File: config.mk
export PLATFORM = sky130hd
export DESIGN_NAME = datapath_m
export DESIGN_NICKNAME = d
export VERILOG_FILES = /design/src/rtl/datapath_m.sv
export SDC_FILE = /design/constraint.sdc
export NUM_CORES = 1
export LEC_CHECK = 0
export CORE_MARGIN = 10
export CORE_UTILIZATION = 44
export DETAILED_ROUTE_END_ITERATION = 8
export GPL_ROUTABILITY_DRIVEN = 0
export PLACE_DENSITY = 0.87
export SYNTH_ARGS = -nofsm -noshare
export SYNTH_HDL_FRONTEND = slang
export SYNTH_SLANG_ARGS = --single-unit
File: constraint.sdc
create_clock -name clk -period 1.7 [get_ports clk]
set_input_delay 0.17 -clock clk [delete_from_list [all_inputs] [get_ports clk]]
set_output_delay 0.17 -clock clk [all_outputs]
set_load 0.02 [all_outputs]
File: src/rtl/datapath_m.sv
// rtl/datapath_m.sv - VeriRISC datapath: program counter, instruction register, accumulator and ALU.
module datapath_m #(
    parameter int DWIDTH = 8,
    parameter int AWIDTH = 5
) (
    input  logic              clk,
    input  logic              rst_,
    input  logic              fetch,
    input  logic              load_ac,
    input  logic              load_ir,
    input  logic              inc_pc,
    input  logic              load_pc,
    input  logic              halt,
    input  logic [DWIDTH-1:0] mem_rdata,
    output logic [AWIDTH-1:0] mem_addr,
    output logic [DWIDTH-1:0] mem_wdata,
    output logic [2:0]        opcode,
    output logic              zero,
    output logic [AWIDTH-1:0] pc,
    output logic              halted
);

    typedef enum logic [2:0] {
        OP_HLT = 3'd0,
        OP_SKZ = 3'd1,
        OP_ADD = 3'd2,
        OP_AND = 3'd3,
        OP_XOR = 3'd4,
        OP_LDA = 3'd5,
        OP_STO = 3'd6,
        OP_JMP = 3'd7
    } opcode_e;

    logic [AWIDTH-1:0] pc_q, pc_d;
    logic [DWIDTH-1:0] ir_q, ir_d;
    logic [DWIDTH-1:0] ac_q, ac_d;
    logic              halted_q, halted_d;
    logic [DWIDTH-1:0] alu_out;
    opcode_e           op;

    assign op = opcode_e'(ir_q[DWIDTH-1:DWIDTH-3]);

    always_comb begin
        alu_out = ac_q;
        unique case (op)
            OP_ADD:  alu_out = ac_q + mem_rdata;
            OP_AND:  alu_out = ac_q & mem_rdata;
            OP_XOR:  alu_out = ac_q ^ mem_rdata;
            OP_LDA:  alu_out = mem_rdata;
            default: alu_out = ac_q;
        endcase
    end

    // Once halted, every architectural register freezes until reset.
    always_comb begin
        pc_d     = pc_q;
        ir_d     = ir_q;
        ac_d     = ac_q;
        halted_d = halted_q | halt;
        if (!halted_q) begin
            if (load_pc) begin
                pc_d = ir_q[AWIDTH-1:0];
            end else if (inc_pc) begin
                pc_d = pc_q + AWIDTH'(1);
            end
            if (load_ir) begin
                ir_d = mem_rdata;
            end
            if (load_ac) begin
                ac_d = alu_out;
            end
        end
    end

    always_ff @(posedge clk or negedge rst_) begin
        if (!rst_) begin
            pc_q     <= '0;
            ir_q     <= '0;
            ac_q     <= '0;
            halted_q <= 1'b0;
        end else begin
            pc_q     <= pc_d;
            ir_q     <= ir_d;
            ac_q     <= ac_d;
            halted_q <= halted_d;
        end
    end

    assign mem_addr  = fetch ? pc_q : ir_q[AWIDTH-1:0];
    assign mem_wdata = ac_q;
    assign opcode    = ir_q[DWIDTH-1:DWIDTH-3];
    assign zero      = (ac_q == '0);
    assign pc        = pc_q;
    assign halted    = halted_q;

endmodule

Word level (Yosys, flattened, before mapping)
Index checks and enable logic that the tools add are counted.
Widths: inputs -> output; s select.
{"block": "word_totals", "word_cells": 24, "output_inout_bits": 23, "register_bits": 22, "input_bits": 16}
{"block": "op_classes", "n_bitwise": 4, "n_addsub": 2, "eq_ne": 4, "muxes": 4, "reduce_logical": 6}
{"operator": "$pmux 8 s4", "count": 1}
{"operator": "$mux 5", "count": 3}
{"operator": "$add 8x8->8", "count": 1}
{"operator": "$and 8x8->8", "count": 1}
{"operator": "$logic_not 8->1", "count": 1}
{"operator": "$xor 8x8->8", "count": 1}
{"operator": "$eq 3x2->1 const B", "count": 2}
{"operator": "$eq 3x3->1 const B", "count": 2}
{"operator": "$add 5x1->5 const B", "count": 1}
{"operator": "$reduce_and 2->1", "count": 2}
{"operator": "$reduce_bool 4->1", "count": 1}
{"operator": "$reduce_and 3->1", "count": 1}
{"operator": "$reduce_bool 2->1", "count": 1}
{"operator": "$not 1->1", "count": 1}
{"operator": "$or 1x1->1", "count": 1}

Logic depth before layout (Yosys ltp)
{"block": "logic_depth", "ltp_word": 3, "depth_mapped": 7, "depth_no_buf": 7}

Worst setup path after synthesis
No wires, ideal clock.
{"block": "synth_path", "path_kind": "reg-to-reg", "from": "register ac_q[0], in the netlist mem_wdata[0]", "to": "register ac_q[6], in the netlist mem_wdata[6]", "arrival_time_ns": 1.839, "t_required_ns": 1.568, "stages_incl_launch_ff": 8, "path_buffers": 0, "setup_ns": 0.132, "slack_ns": -0.271, "period_less_slack_ns": 1.971, "path_cell_list": "dfrtp_1 -> ha_1 -> fa_1 -> a211oi_1 -> o21ai_1 -> a21o_1 -> a31oi_1 -> o21ai_1"}
{"block": "synth_between", "elab_chain_len": 2}
{"item": "from (decl)", "line_no": "36", "source": "logic [DWIDTH-1:0] ac_q, ac_d;"}
{"item": "from (signal assigned)", "line_no": "79", "source": "ac_q <= '0;"}
{"item": "from (signal assigned)", "line_no": "84", "source": "ac_q <= ac_d;"}
{"item": "$add 8x8->8", "line_no": "46", "source": "OP_ADD: alu_out = ac_q + mem_rdata;"}
{"item": "$pmux 8 s4", "line_no": "45", "source": "unique case (op)"}
Every way passes these cells.
A chain may end at the register's enable or synchronous reset.

Final worst setup path
{"block": "layout_path", "from": "register ac_q[1], in the netlist mem_wdata[1]", "to": "register ac_q[7], in the netlist mem_wdata[7]"}
The elaborated chain is that of the path after synthesis.

==> metrics.md <==
| Metric | Value |
|---|---|
| Final Hold Fails | 0 |
| Critical Path Source Type | flip-flop |
| Die X | 79.9 um |
| CTS tree | built |
| Worst EP arrival | 2.12 ns |
| Worst hold-check path type | in -> async |
| Most common cell in the netlist | dfrtp_1 |
| Placed Area | 2290 um^2 |
| Setup tns final | -0.868 ns |
| Crit path max fanout | 4 |
| Synth Flop Type | dfrtp_1 |
| Post-synth top cells | dfrtp_1, nor2_1, nand2_1 |
| Core area | 3390 um^2 |
| Gate count after technology mapping | 166 |
| Total track usage | 15.3% |
| Cell Count, Final, Fillers Out | 282 |
| Leak | 0.00108 uW |
| Top cell type's share of synthesized area | 34.9% |
| Io pins | 39 |
| Cell area after layout | 2390 um^2 |
| WP data required | 1.93 ns |
| Synth area leaders | dfrtp_1, ha_1, mux2_2 |
| Fillers | 251 |
| Yosys top cell by area | dfrtp_1 |
| # rows | 21 |
| Crit Path Class | reg -> reg |
| Status | complete, but fails checks |
| Total grt overflow | 0 |
| Synth cell types | 45 |
| Maxcap violations | 0 |
| Skew final | 0.00487 ns |
| Detail Placement HPWL | 3650 um |
| Layout area overhead | 51.3% |
| Layout cells sized above 1 | 31.8% |
| Post-synth ARST share | 100% |
| Clock Tree Buf Depth | 2 |
| Initial Util | 46.5% |
| Nets | 263 |
| Pre-antenna DRT Iters | 4 |
| Synth warnings | 0 |
| Largest net degree at the start of global routing | 23 |
| WL per Instance | 17.4 um |
| DR vias/cell | 5.61 |
| Tightest Pin Transition | 0.407 ns |
| Power, Total | 1790 uW |
| Min Tclk post-route | 1.90 ns |
| Number of endpoints failing setup at the final stage | 6 |
| Avg Inst Size Synth | 9.50 um^2 |
| Final core occ | 70.4% |
| DRT antenna net count | 0 |
| Final Routed Wirelength | 4900 um |
| Drt initial violations | 128 |
| RSZ-0062 raised after global routing | true |
| Die height | 79.9 um |
| Vias | 1582 |
| Setup ws final | -0.195 ns |
| IR drop worst, VDD | 0.366 mV |
| CTS sink cnt | 22 |
| Mapped Area | 1580 um^2 |
| Failing checks | negative setup slack |
| Clock Latency Late Sink | 0.33 ns |
| Post-synth EDFFs | 0 |
| Clk root buf | clkbuf_4 |
| Tcrit/Tclk final | 111% |
| Reg clk slew, reported paths | 0.14 ns |
| Slew HR | 72.8% |
| DRC | 0 |
| Syn nets | 192 |
| Achievable Freq | 528 MHz |
| Initial antenna violation count | 0 |
| TritonCTS buffer count | 3 |
| Total power per unit cell area | 752 nW/um^2 |
| Port bufs | 38 |
| Final Max Slew Viols | 0 |
| Synth Register Bits | 22 |
| Vias in the first global route | 1618 |
| Antenna diodes | 0 |
| H-Tree Depth | 1 |
| Worst setup EP type | flip-flop |
| Placed cells | 275 |
| Seq/Total Area, Yosys | 34.9% |
| First-pass GRT wire length | 7910 um |
| Die area | 6380 um^2 |
==> routing by layer <==
layer  wire [um]  vias up  GRT usage (%)
met1        2020      747           18.2
met2        2370       63           25.7
li1            -      759              -
met4         201        0           8.80
met3         311       13           2.14
met5           0        -              0
==> cell usage in the layout, fill, tap and decap left out, types with 7 or more instances in the layout <==
master,netlist,final
nand2_1,12,12
clkdlybuf4s50_1,0,29
a21oi_1,10,9
mux2_2,8,8
nor2_1,15,15
mux2_1,7,7
o21ai_0,9,9
buf_4,3,39
dfrtp_1,22,17
==> stage by stage <==
stage               setup slack [ns]  hold WS [ns]
detailed placement            -0.375         0.512
global placement              -0.325         0.509
finish                        -0.195         0.171
floorplan                     -0.106        -0.126
CTS                           -0.159         0.198
global route                  -0.264         0.192
==> worst paths after layout <==
kind	startpoint	end	slack, ns	cells past startpoint
worst max-delay path	mem_wdata[1]	mem_wdata[7]	-0.20	7
worst min-delay path	rst_	ir_q[1]	0.17	2
worst max register to register	mem_wdata[1]	mem_wdata[7]	-0.20	7
worst min register to register	ir_q[1]	ir_q[1]	0.54	1
max in group asynchronous	rst_	mem_wdata[0]	1.29	2
min in group clk	halt	halted	0.40	2
==> cell families after synthesis <==
family                     after synthesis  synth area share (%)
AOI/OAI and AO/OA                       49                  20.0
xor gates and xnor gates                 3                  1.67
adders and majority gates               10                  8.41
buffers and inverters                   10                  4.13
DFF                                     22                  34.9
muxes                                   20                  13.9
and+or+nand+nor                         52                  17.0
==> final cells by class <==
cell class	instances	area, um^2	area share, %
Timing Repair Buffer	76	664	27.8
Sequential cell	22	557	23.3
Tap cell	46	57.6	2.41
Multi-Input combinational cell	134	1050	44.2
Clock buffer	3	22.5	0.944
Clock inverter	1	30.0	1.26
==> state kept, by name, indices dropped and copies added, names as in the netlist <==
name       count
ir_q           8
halted         1
mem_wdata      8
pc             5
==> where the power goes <==
| group | switching (uW) | internal (uW) |
|---|---|---|
| Clock | 186 | 239 |
| Combinational | 361 | 381 |
| Sequential | 55.7 | 572 |
| Total | 603 | 1190 |
==> critical path, cell delays in order (launching register included) <==
cell	delay [ns]
dfrtp_2	0.43
buf_4	0.16
ha_4	0.28
a211oi_4	0.06
o21ai_2	0.17
nand4_1	0.14
and4_1	0.22
or3_1	0.33
==> what timing repair did <==
action / in CTS / in global routing
pin swaps: 2 / 8
hold buffers: 0 / 0
setup endpoints to repair: 12 / 11
gates resized for setup: 11 / 6
buffers inserted: 0 / 3
No activity file was read; power rests on OpenSTA's default activity.
